`src/rtl/sb_spi_pkg.sv`:
```
// sb_spi_pkg: shared definitions for the SB SPI slave.
//   - register offsets within the block (sbadri[3:0])
//   - SPISR bit positions and SPICR1/SPICR2 control bit positions
//   - a status struct and the helper that packs it into the SPISR byte
package sb_spi_pkg;

    localparam logic [3:0] OFF_SPICR0  = 4'h8;
    localparam logic [3:0] OFF_SPICR1  = 4'h9;
    localparam logic [3:0] OFF_SPICR2  = 4'hA;
    localparam logic [3:0] OFF_SPIBR   = 4'hB;
    localparam logic [3:0] OFF_SPISR   = 4'hC;
    localparam logic [3:0] OFF_SPITXDR = 4'hD;
    localparam logic [3:0] OFF_SPIRXDR = 4'hE;
    localparam logic [3:0] OFF_SPICSR  = 4'hF;

    localparam int SR_TIP  = 7;
    localparam int SR_BUSY = 6;
    localparam int SR_TOE  = 5;
    localparam int SR_TRDY = 4;
    localparam int SR_RRDY = 3;
    localparam int SR_ROE  = 2;

    localparam int CR1_SPE  = 7;
    localparam int CR2_MSTR = 7;
    localparam int CR2_CPOL = 2;
    localparam int CR2_CPHA = 1;
    localparam int CR2_LSBF = 0;

    typedef struct packed {
        logic tip;
        logic busy;
        logic toe;
        logic trdy;
        logic rrdy;
        logic roe;
    } spi_status_t;

    function automatic logic [7:0] pack_spisr(input spi_status_t s);
        logic [7:0] r;
        r          = 8'h00;
        r[SR_TIP]  = s.tip;
        r[SR_BUSY] = s.busy;
        r[SR_TOE]  = s.toe;
        r[SR_TRDY] = s.trdy;
        r[SR_RRDY] = s.rrdy;
        r[SR_ROE]  = s.roe;
        return r;
    endfunction

endpackage

```
`src/rtl/spi_slave_shifter.sv`:
```
// spi_slave_shifter: SPI slave datapath in the clk domain.
//   Synchronises scki/scsni/si (2 flops each), detects scki edges, and runs
//   the transmit/receive shift registers and the bit counter.
// Ports:
//   clk, rst            system clock, async active-high reset
//   scki, scsni, si     raw SPI inputs from the external master
//   spe, cpol, cpha, lsbf  configuration from the register file
//   load_data           byte to transmit next (chosen by the register file)
//   load                pulse: load_data is taken into the shift register
//   rx_done, rx_byte    pulse + byte after the 8th sample of a byte
//   tip                 a byte is in progress
//   active              enabled and selected
//   so                  MISO, 0 whenever not active
module spi_slave_shifter (
    input  logic       clk,
    input  logic       rst,
    input  logic       scki,
    input  logic       scsni,
    input  logic       si,
    input  logic       spe,
    input  logic       cpol,
    input  logic       cpha,
    input  logic       lsbf,
    input  logic [7:0] load_data,
    output logic       load,
    output logic       rx_done,
    output logic [7:0] rx_byte,
    output logic       tip,
    output logic       active,
    output logic       so
);

    logic sck_meta, sck_sync, sck_prev;
    logic csn_meta, csn_sync, csn_prev;
    logic si_meta, si_sync;

    logic [7:0] tx_sr;
    logic [7:0] rx_sr;
    logic [2:0] bit_cnt;
    // shift_pending: a sample happened since the last load/shift, so the next
    // shift edge may advance tx_sr. This keeps the freshly loaded first bit on
    // so through the leading edge in CPHA=1.
    logic       shift_pending;
    // trail: in CPHA=0 the byte ends on a leading edge; the trailing edge that
    // follows still belongs to the finished byte and must not raise TIP.
    logic       trail;

    logic sck_eff, sck_eff_prev, lead_edge, trail_edge;
    logic sample_edge, shift_edge, cs_fall, last_sample;

    always_ff @(posedge clk or posedge rst) begin
        if (rst) begin
            sck_meta <= 1'b0;
            sck_sync <= 1'b0;
            sck_prev <= 1'b0;
            csn_meta <= 1'b1;
            csn_sync <= 1'b1;
            csn_prev <= 1'b1;
            si_meta  <= 1'b0;
            si_sync  <= 1'b0;
        end else begin
            sck_meta <= scki;
            sck_sync <= sck_meta;
            sck_prev <= sck_sync;
            csn_meta <= scsni;
            csn_sync <= csn_meta;
            csn_prev <= csn_sync;
            si_meta  <= si;
            si_sync  <= si_meta;
        end
    end

    assign active       = spe & ~csn_sync;
    // CPOL=1 is handled by inverting scki: "leading" is always idle->active.
    assign sck_eff      = sck_sync ^ cpol;
    assign sck_eff_prev = sck_prev ^ cpol;
    assign lead_edge    = active & sck_eff & ~sck_eff_prev;
    assign trail_edge   = active & ~sck_eff & sck_eff_prev;
    assign sample_edge  = cpha ? trail_edge : lead_edge;
    assign shift_edge   = cpha ? lead_edge : trail_edge;
    assign cs_fall      = spe & csn_prev & ~csn_sync;
    assign last_sample  = sample_edge & (bit_cnt == 3'd7);
    assign load         = cs_fall | last_sample;

    always_ff @(posedge clk or posedge rst) begin
        if (rst) begin
            tx_sr         <= 8'h00;
            rx_sr         <= 8'h00;
            bit_cnt       <= 3'd0;
            shift_pending <= 1'b0;
            trail         <= 1'b0;
            tip           <= 1'b0;
            rx_done       <= 1'b0;
        end else begin
            rx_done <= 1'b0;
            if (!active) begin
                // Deselect (or disable) aborts any partial byte.
                bit_cnt       <= 3'd0;
                shift_pending <= 1'b0;
                trail         <= 1'b0;
                tip           <= 1'b0;
            end else begin
                if (load) begin
                    tx_sr         <= load_data;
                    shift_pending <= 1'b0;
                end else if (shift_edge && shift_pending) begin
                    tx_sr         <= lsbf ? {1'b0, tx_sr[7:1]} : {tx_sr[6:0], 1'b0};
                    shift_pending <= 1'b0;
                end

                if (sample_edge) begin
                    rx_sr   <= lsbf ? {si_sync, rx_sr[7:1]} : {rx_sr[6:0], si_sync};
                    bit_cnt <= bit_cnt + 3'd1;
                    if (bit_cnt == 3'd7) begin
                        rx_done <= 1'b1;
                        tip     <= 1'b0;
                        trail   <= ~cpha;
                    end else begin
                        shift_pending <= 1'b1;
                        tip           <= 1'b1;
                    end
                end else if (shift_edge) begin
                    if (trail) begin
                        trail <= 1'b0;
                    end else begin
                        tip <= 1'b1;
                    end
                end
            end
        end
    end

    assign rx_byte = rx_sr;
    assign so      = active ? (lsbf ? tx_sr[0] : tx_sr[7]) : 1'b0;

endmodule

```
`src/rtl/sb_spi_slave.sv`:
```
// sb_spi_slave: SPI slave with a system-bus register file.
// Ports:
//   clk, rst                 system clock, async active-high reset
//   sbrwi, sbstbi            bus direction (1 = write) and strobe
//   sbadri, sbdati, sbdato   bus address, write data, read data
//   sbacko                   one-cycle acknowledge
//   scki, scsni, si, so      SPI clock, select (active-low), MOSI, MISO
// Bus handshake: the master raises sbstbi with address/data and holds them
// until it sees sbacko. An access is taken on the edge where sbstbi=1, the
// upper address nibble matches and sbacko=0; sbacko is high for the following
// cycle only, so a strobe still high during that cycle is not a new access.
// sbdato is updated by read accesses and holds until the next read.
module sb_spi_slave #(
    parameter logic [3:0] BUS_ADDR74 = 4'b0000
) (
    input  logic       clk,
    input  logic       rst,
    input  logic       sbrwi,
    input  logic       sbstbi,
    input  logic [7:0] sbadri,
    input  logic [7:0] sbdati,
    output logic [7:0] sbdato,
    output logic       sbacko,
    input  logic       scki,
    input  logic       scsni,
    input  logic       si,
    output logic       so
);
    import sb_spi_pkg::*;

    logic [7:0] cr0, cr1, cr2, br, csr, txdr, rxdr;
    logic       toe, trdy, rrdy, roe;

    logic       hit, wr_hit, rd_hit;
    logic [7:0] rdata;
    logic [7:0] load_data;
    logic       sh_load, sh_rx_done, sh_tip, sh_active;
    logic [7:0] sh_rx_byte;
    spi_status_t status;

    assign hit    = sbstbi & (sbadri[7:4] == BUS_ADDR74) & ~sbacko;
    assign wr_hit = hit & sbrwi;
    assign rd_hit = hit & ~sbrwi;

    // Pending TXDR is sent once; with nothing pending the slave sends 0xFF.
    assign load_data = trdy ? 8'hFF : txdr;

    spi_slave_shifter u_shifter (
        .clk       (clk),
        .rst       (rst),
        .scki      (scki),
        .scsni     (scsni),
        .si        (si),
        .spe       (cr1[CR1_SPE]),
        .cpol      (cr2[CR2_CPOL]),
        .cpha      (cr2[CR2_CPHA]),
        .lsbf      (cr2[CR2_LSBF]),
        .load_data (load_data),
        .load      (sh_load),
        .rx_done   (sh_rx_done),
        .rx_byte   (sh_rx_byte),
        .tip       (sh_tip),
        .active    (sh_active),
        .so        (so)
    );

    assign status = '{tip: sh_tip, busy: sh_active, toe: toe, trdy: trdy, rrdy: rrdy, roe: roe};

    always_comb begin
        rdata = 8'h00;
        case (sbadri[3:0])
            OFF_SPICR0:  rdata = cr0;
            OFF_SPICR1:  rdata = cr1;
            OFF_SPICR2:  rdata = cr2;
            OFF_SPIBR:   rdata = br;
            OFF_SPISR:   rdata = pack_spisr(status);
            OFF_SPITXDR: rdata = txdr;
            OFF_SPIRXDR: rdata = rxdr;
            OFF_SPICSR:  rdata = csr;
            default:     rdata = 8'h00;
        endcase
    end

    always_ff @(posedge clk or posedge rst) begin
        if (rst) begin
            sbacko <= 1'b0;
            sbdato <= 8'h00;
        end else begin
            sbacko <= hit;
            if (rd_hit) begin
                sbdato <= rdata;
            end
        end
    end

    // Bus side effects first; SPI events later in the block so an SPI set
    // overrides a bus clear of the same flag in the same cycle.
    always_ff @(posedge clk or posedge rst) begin
        if (rst) begin
            cr0  <= 8'h00;
            cr1  <= 8'h00;
            cr2  <= 8'h00;
            br   <= 8'h00;
            csr  <= 8'h00;
            txdr <= 8'h00;
            rxdr <= 8'h00;
            toe  <= 1'b0;
            trdy <= 1'b1;
            rrdy <= 1'b0;
            roe  <= 1'b0;
        end else begin
            if (wr_hit) begin
                case (sbadri[3:0])
                    OFF_SPICR0:  cr0 <= sbdati;
                    OFF_SPICR1:  cr1 <= sbdati;
                    OFF_SPICR2:  cr2 <= sbdati;
                    OFF_SPIBR:   br  <= sbdati;
                    OFF_SPICSR:  csr <= sbdati;
                    OFF_SPITXDR: begin
                        txdr <= sbdati;
                        trdy <= 1'b0;
                    end
                    default: ;
                endcase
            end
            if (rd_hit && sbadri[3:0] == OFF_SPISR) begin
                toe <= 1'b0;
                roe <= 1'b0;
            end
            if (rd_hit && sbadri[3:0] == OFF_SPIRXDR) begin
                rrdy <= 1'b0;
            end
            if (sh_load) begin
                if (!trdy) begin
                    trdy <= 1'b1;
                end else begin
                    toe <= 1'b1;
                end
            end
            if (sh_rx_done) begin
                rxdr <= sh_rx_byte;
                rrdy <= 1'b1;
                if (rrdy) begin
                    roe <= 1'b1;
                end
            end
        end
    end

endmodule

```
`config.mk`:
```
export PLATFORM = sky130hd
export DESIGN_NAME = sb_spi_slave
export DESIGN_NICKNAME = d
export VERILOG_FILES = /design/src/rtl/sb_spi_pkg.sv /design/src/rtl/spi_slave_shifter.sv /design/src/rtl/sb_spi_slave.sv
export SDC_FILE = /design/constraint.sdc
export NUM_CORES = 1
export LEC_CHECK = 0
export CELL_PAD_IN_SITES_DETAIL_PLACEMENT = 1
export CELL_PAD_IN_SITES_GLOBAL_PLACEMENT = 2
export CORE_UTILIZATION = 36
export CTS_CLUSTER_SIZE = 16
export DETAILED_ROUTE_END_ITERATION = 10
export GPL_ROUTABILITY_DRIVEN = 0
export PLACE_DENSITY_LB_ADDON = 0.15
export RECOVER_POWER = 50
export SYNTH_ARGS = -nofsm -noshare
export SYNTH_HDL_FRONTEND = slang
export SYNTH_HIERARCHICAL = 1
export SYNTH_SLANG_ARGS = --single-unit
```
`constraint.sdc`:
```
create_clock -name clk -period 2.1 [get_ports clk]
set_input_delay 0.42 -clock clk [delete_from_list [all_inputs] [get_ports clk]]
set_output_delay 0.42 -clock clk [all_outputs]
set_load 0.01 [all_outputs]
```
; After elaboration in Yosys (flattened, before gate mapping)
; Cells that the tools add are included.
; Widths: inputs -> output; s select.
[totals]
register_bits = 100
in_bits = 23
[op_classes]
n_addsub = 1
n_eq_ne = 13
mux = 41
n_bitwise = 21
n_reduce_logical = 16
[ops]
columns = cell, count
row1 = $pmux 8 s8, 1
row2 = $mux 8, 5
row3 = $mux 1, 33
row4 = $eq 4x4->1 const B, 8
row5 = $reduce_and 2->1, 10
row6 = $and 1x1->1, 12
row7 = $mux 3, 2
row8 = $ne 3x3->1 const B, 2
row9 = $not 1->1, 6
row10 = $logic_not 4->1, 1
row11 = $reduce_bool 2->1, 2
row12 = $add 3x1->3 const B, 1
row13 = $eq 3x3->1 const B, 1
row14 = $logic_and 1x1->1, 3
row15 = $ne 3x1->1 const B, 1
row16 = $ne 2x1->1 const B, 1
row17 = $xor 1x1->1, 2
row18 = $or 1x1->1, 1

; Logic depth before layout (Yosys ltp)
; Gate-level depths: netlist of run 1.
[depth]
depth_word = 11
ltp_mapped = 7

; Hierarchy
; The synthesis of run 1 kept the hierarchy.
[by_module_without_submodules]
columns = module, instances, cells_per_inst, area_each_um2, seq_area_each_um2
row1 = sb_spi_slave, 1, 239, 3198.1, 1727.9
row2 = spi_slave_shifter, 1, 190, 1778.0, 779.5

; Worst setup path after synthesis of run 1
; OpenSTA, ideal clock, no wires.
[synth_path]
path_type = input-to-reg
start = input sbadri[5]
end = register cr1[0]
setup_ps = 125
arrival_ps = 2166
t_required_ps = 1975
path_slack_ps = -191
stages = 5
path_buffers = 1
cell_sequence = or4_4 -> or4_1 -> buf_2 -> nor2_2 -> mux2_2
[synth_between]
elab_chain_len = 5
[synth_lines]
columns = element, line_no
row1 = "start, declared", sb_spi_slave.sv:20  ; input logic [7:0] sbadri,
row2 = $logic_not 4->1, sb_spi_slave.sv:41  ; assign hit = sbstbi & (sbadri[7:4] == BUS_ADDR74) & ~sbacko;
row3 = $and 1x1->1 (2 in series), sb_spi_slave.sv:41
row4 = $and 1x1->1, sb_spi_slave.sv:42  ; assign wr_hit = hit & sbrwi;
row5 = $reduce_and 2->1 (no source line), --
row6 = "end signal, assigned", sb_spi_slave.sv:115  ; OFF_SPICR1: cr1 <= sbdati;
row7 = "end, declared", sb_spi_slave.sv:31  ; logic [7:0] cr0, cr1, cr2, br, csr, txdr, rxdr;
; Every way passes these cells.
; A chain may end at the register's enable or synchronous reset.

; Worst setup path in the final report of run 1
[layout_path]
start = input sbadri[6]
end = register csr[6]
[layout_between]
elab_chain_len = 5
[layout_lines]
columns = element, line_no
row1 = $logic_not 4->1, sb_spi_slave.sv:41
row2 = $and 1x1->1 (2 in series), sb_spi_slave.sv:41
row3 = $and 1x1->1, sb_spi_slave.sv:42
row4 = $reduce_and 2->1 (no source line), --
row5 = "end signal, assigned", sb_spi_slave.sv:118  ; OFF_SPICSR: csr <= sbdati;
row6 = "end, declared", sb_spi_slave.sv:31
; Every way passes these cells.

==> results.cfg, run 1 <==
[outcome]
status = complete, no violations

[floorplan]
core_mm2 = 0.01335
die_h_um = 119.6
io-pin-count = 33
dieArea_mm2 = 0.01430
start_util_pct = 37.28
die_width_um = 119.6
num_rows = 42

[setup_path]
critPathRequiredTime_ps = 2340
worstPathCellList = buf_6 > or4_4 > buf_4 > buf_4 > or4_4 > buf_6 > mux2_2
worstPathMaxFanout = 8
critPathKind = primary input to flop
crit_start = sbadri[6]
cp_top_family = simple AND/OR/NAND/NOR gates
cp_data_arrival_time_ps = 2270
cp.buffers_inverters = 4
cp_slowest_cell = or4_4
r2r-start = sbacko
start_kind = primary input
worstRegToRegCells = 5
path_depth = 7
crit_path_end_kind = flop
cp_slowest_stage_delay_ps = 530

[finish]
area_growth_pct = 23.59
antenna_cells = 0
layout-drive-gt1-share_pct = 31.07
final_nets = 506
seq_area_mm2 = 0.002509
final_cells = 662
fillers = 1429
multi_input_area_mm2 = 0.002394

[routing]
drc = 0
drtIter0Drc = 146
dr_total_vias = 3551
viasPerCell = 5.364
wl_per_cell_um = 19.14
postRouteWirelength_um = 12670
ant_nets = 0
first_pass_iters = 4

[synthesis]
synth_top_cell_area_share_pct = 48.28
yosysTopAreaCell = dfrtp_1
postSynthCellCount = 429
yosys_register_bits = 100
synth_area_leaders = dfrtp_1 48%, mux2_2 14%, mux2i_1 5.0%
synth.avg_cell_area_um2 = 11.60
synthFlopType = dfrtp_1
ys_warn_count = 6
netlist-cell-type-count = 49
yosysSeqAreaShare_pct = 50.39
synthesis.area_mm2 = 0.004976
ys_async_sr_fraction_pct = 100.0
synth_nets = 454
synth-edff-count = 0

[timing]
fmax_mhz = 491.5
rsz0062_at_grt = no
clock_skew_ps = 6.869
setup_viol = 0
period_needed_ps = 2035
maxSlewViolCount = 0
slew_headroom_pct = 37.70
timing.hold.ws_ps = 348.5
hold_violations = 0
worst_slew_pin_slew_ps = 934.4
min_period_over_period_pct = 96.89

[grt]
track_usage_pct = 19.34
first_global_vias = 3799
grt-ovfl-total = 0
grt_max_degree = 70
antenna_found_initial = 0
grt_pass1_wl_um = 20950

[clock_tree]
cts_tree = built
cts_buffer_depth = 2
root_buffer = clkbuf_16
h-tree-depth = 3
path_clk_slew_ps = 70
clock_sinks = 100
clkLatencyLatePin_ps = 350
numCtsBuffers = 9
ctsHoldBuffers = 0

[pwr]
power_w = 0.004065
leakage_nw = 2.652
irDropWorstVdd_uv = 379.2
powerDensity_mw_per_mm2 = 660.9

[run]
max_cap_viol_count = 0

[min_path]
min_from = u_shifter/si_meta
hold_depth = 0
holdCritPathClass = flop to flop

[placement]
port_buffers = 32
dp_hpwl_um = 8982
place_inst = 644
cell usage in the layout (no fill, tap or decap), types with 6 or more instances in the layout:
cell type,instances
dfrtp_1,95
mux2_2,44
o21ai_0,42
nand2_1,31
mux2i_1,25
clkdlybuf4s50_1,24
buf_4,24
mux2_4,20
nor2_1,16
nor4_1,14
inv_1,11
nor2b_1,10
o22ai_1,9
a21oi_1,9
clkbuf_16,9
or2_2,8
buf_12,8
o211ai_1,8
mux4_2,6
worst reg2reg max path, delay by kind of cell, from the launching register on:
kind                   cells  cell delay [ps]
buffers and inverters      1              160
DFF                        1              390
muxes                      1              330
and+or+nand+nor            3              940
layer usage:
| metal | vias up | global-route usage [%] | wire (um) |
|---|---|---|---|
| li1 | 1665 | - | - |
| met1 | 1835 | 27.74 | 6355 |
| met2 | 39 | 29.84 | 5900 |
| met3 | 12 | 3.327 | 256 |
| met4 | 0 | 5.938 | 159 |
| met5 | - | 0 | 0 |
cells in the mapped netlist, types with 3 or more instances:
library cell and number:
or2_2 8, nand3b_1 3, o21ai_0 42, dfrtp_1 96
buf_2 5, nand3_1 3, nor2b_1 10, o21ai_1 4
nand2_1 31, inv_1 12, dfstp_2 4, nor4_1 14
mux4_2 6, clkbuf_1 17, a21oi_1 9, nand2b_1 4
or4_1 4, mux2_2 64, o22ai_1 9, nor2_1 16
mux2i_1 25, o211ai_1 8
through the flow:
step	setup TNS [ps]	setup slack, ps	util, %	area [um2]
after global routing	0	9.754	46.07	6150
after CTS	-433.9	-41.57	45.96	6135
after detailed placement	-27660	-566.1	43.33	5783
after floorplan	-5572	-180.5	-	5021
after global placement	-27220	-558.9	43.33	5783
final	0	65.33	46.07	6150
kinds of logic after synthesis:
| group | after synthesis | synth area share (%) |
|---|---|---|
| xor gates and xnor gates | 3 | 1.056 |
| AOI/OAI and AO/OA | 84 | 10.08 |
| muxes | 96 | 22.68 |
| buffers and inverters | 38 | 3.319 |
| and+or+nand+nor | 106 | 11.97 |
| DFF | 100 | 50.39 |
| adders and majority gates | 2 | 0.5028 |
area by class of cell:
cell class                      instances  share of cell area [%]
Tap cell                              176                   3.581
Inverter                               12                  0.7935
Clock inverter                          5                  0.9766
Multi-Input combinational cell        291                   38.92
Timing Repair Buffer                   67                   10.99
Clock buffer                           11                   3.947
Sequential cell                       100                   40.79
report_power, final:
| part | internal (W) | switching [W] |
|---|---|---|
| Combinational | 0.000160 | 0.000178 |
| Sequential | 0.00197 | 0.0000368 |
| Clock | 0.000962 | 0.000754 |
flip-flops by register name, indices dropped and copies added, names as in the netlist, 3 cells and up:
name and flops:
cr1 8, u_shifter/tx_sr 8, rxdr 8, u_shifter/rx_byte 8
txdr 8, csr 8, cr0 8, u_shifter/bit_cnt 3
br 8, cr2 8, sbdato 8
path summary, 6_finish.rpt:
check	end	slack [ps]
max	csr[6]	70
min	u_shifter/si_sync	350
max reg2reg	cr2[1]	170
min reg2reg	u_shifter/si_sync	350
max in group asynchronous	cr1[7]	560
min in group asynchronous	u_shifter/rx_byte[4]	820
what timing repair did:
item	4_1_cts	5_1_grt
gates resized for setup	26	3
pin swaps	4	4
buffers inserted	1	1
setup endpoints to repair	51	25
(Power assumes the default switching activity.)
==> run 2: changes to the inputs <==
- PLACE_DENSITY_LB_ADDON: 0.15 -> 0.1
- SKIP_LAST_GASP: default -> 1
==> run 2 against run 1 <==
Net effect: setup slack got worse by 20 ps; clock power barely moved; wire length rose by 1.1%; maximum frequency decreased by 0.97%; global-route usage grew 0.16 points; die area did not move; hold slack gained 0.55 ps; flip-flop and latch count unchanged; register-to-register slack got worse by 60 ps; critical path type unchanged; critical endpoint is now csr[4].
==> results.cfg, run 2 (synthesized netlist as in run 1, its figures left out) <==
[grt]
grt.busiest_layer = met2
first_global_vias = 3836
grt_max_degree = 70
globalRouteMet3Util_pct = 2.424
use_met2_pct = 30.92
grt_pass1_wl_um = 21200
grt_util_met1_pct = 27.56
track_usage_pct = 19.50
grt-ovfl-total = 0
antenna_found_initial = 0

[clock_tree]
clkLatencyLatePin_ps = 350
numCtsBuffers = 9
clock_sinks = 100
root_buffer = clkbuf_16
cts_tree = built
path_clk_slew_ps = 70
ctsHoldBuffers = 0
h-tree-depth = 3
cts_buffer_depth = 2

[pwr]
power.switching_w = 0.0009740
share_comb_of_total_power_pct = 8.3
p_sw_share_pct = 23.94
power_w = 0.004068
p_seq_share_pct = 49.4
p_int_w = 0.003094
powerDensity_mw_per_mm2 = 660.3
irDropWorstVdd_uv = 399.5
clkPwrFrac_pct = 42.3
leakage_nw = 2.721

[finish]
seq_area_mm2 = 0.002509
area_growth_pct = 23.81
layout-drive-gt1-share_pct = 32.19
layout_common_cells = 95 x dfrtp_1, 49 x mux2_2, 42 x o21ai_0, 35 x buf_4, 31 x nand2_1
post-route-util_pct = 46.16
multi_input_area_mm2 = 0.002384
fillers = 1459
antenna_cells = 0
final_nets = 514
layout_commonest_cell = dfrtp_1

[routing]
viasPerCell = 5.345
drtIter0Drc = 180
first_pass_iters = 4
drc = 0
ant_nets = 0
postRouteWirelength_um = 12810
dr_total_vias = 3581
wl_per_cell_um = 19.12

[run]
max_cap_viol_count = 0

[timing]
worst_slew_pin_slew_ps = 969.2
maxSlewViolCount = 0
setup_viol = 0
fmax_mhz = 486.7
hold_violations = 0
slew_headroom_pct = 35.39
rsz0062_at_grt = no
period_needed_ps = 2055
min_period_over_period_pct = 97.84
clock_skew_ps = 7.617

[setup_path]
worstPathMaxFanout = 8
critPathKind = primary input to flop
critPathRequiredTime_ps = 2340
crit_path_end_kind = flop
worstPathCellList = buf_6 > or4_4 > buf_4 > buf_4 > or4_1 > buf_6 > mux2_2
cp_slowest_stage_delay_ps = 530
worstRegToRegCells = 5
cp_slowest_cell = or4_1
cp_data_arrival_time_ps = 2290
start_kind = primary input

[outcome]
status = complete, no violations

[floorplan]
dieArea_mm2 = 0.01430
io-pin-count = 33
core_mm2 = 0.01335
start_util_pct = 37.28
die_h_um = 119.6
die_width_um = 119.6
num_rows = 42

[placement]
dp_hpwl_um = 9230
port_buffers = 32

[min_path]
holdCritPathClass = flop to flop
hold_depth = 0
## run 2: changes by cell type in the layout (fill, tap and decap cells not counted), sizes merged
cell           previous run  this run
buf                      36        44
clkdlybuf4s50            24        20
dlymetal6s2s              0         4
clkinvlp                  2         1
inv                      12        13
## run 2: worst paths after layout
check,start,to,slack (ps)
setup / recovery,sbadri[6],csr[4],50
max in group asynchronous,rst,cr1[7],510
setup reg to reg,sbacko,cr0[6],110
hold reg to reg,u_shifter/sck_meta,u_shifter/sck_sync,350
min in group asynchronous,rst,u_shifter/rx_byte[4],800
hold / removal,u_shifter/sck_meta,u_shifter/sck_sync,350
## run 2: area by class of cell
class / instances / share of cell area, %
sequential: 100 / 40.72
multi-input combinational: 291 / 38.69
timing repair buffer: 75 / 11.35
clock buffer: 11 / 3.940
tap: 176 / 3.574
clock inverter: 5 / 0.9342
inverter: 12 / 0.7920
## run 2: power groups by stage
| stage | Sequential [W] | Combinational (W) | Clock, W |
|---|---|---|---|
| after floorplan | 0.00203 | 0.000192 | 0 |
| after global placement | 0.00204 | 0.000334 | 0 |
| after detailed placement | 0.00205 | 0.000344 | 0 |
| after CTS | 0.00201 | 0.000347 | 0.00177 |
| after global routing | 0.00201 | 0.000373 | 0.00183 |
| final | 0.00201 | 0.000337 | 0.00172 |
## run 2: per-stage QoR
| step | setup TNS (ps) | cell area [um2] | std cells | hold WS, ps | setup slack (ps) |
|---|---|---|---|---|---|
| global route | 0 | 6161 | 670 | 363.5 | 0.06595 |
| global placement | -27070 | 5798 | 651 | 331.3 | -550.4 |
| finish | 0 | 6161 | 670 | 349.0 | 45.38 |
| detailed placement | -27990 | 5798 | 651 | 335.6 | -585.6 |
| floorplan | -5572 | 5021 | 429 | 331.2 | -180.5 |
| CTS | -711.6 | 6140 | 669 | 352.2 | -58.00 |
## run 2: critical path, delay by kind of cell
kind	cells	cell delay [ps]
and+or+nand+nor	2	1050
buffers and inverters	4	550
muxes	1	270
## run 2: repair_timing
action,in CTS,in global routing
setup buffers,2,1
gates resized for setup,22,7
endpoints found under the setup margin,51,36
pin swaps,4,2
## run 2: metal layers
metal  vias up  routed length, um
met5         -                  0
met4         0                166
met3        13                226
met2        37               6059
met1      1849               6357
li1       1682                  -
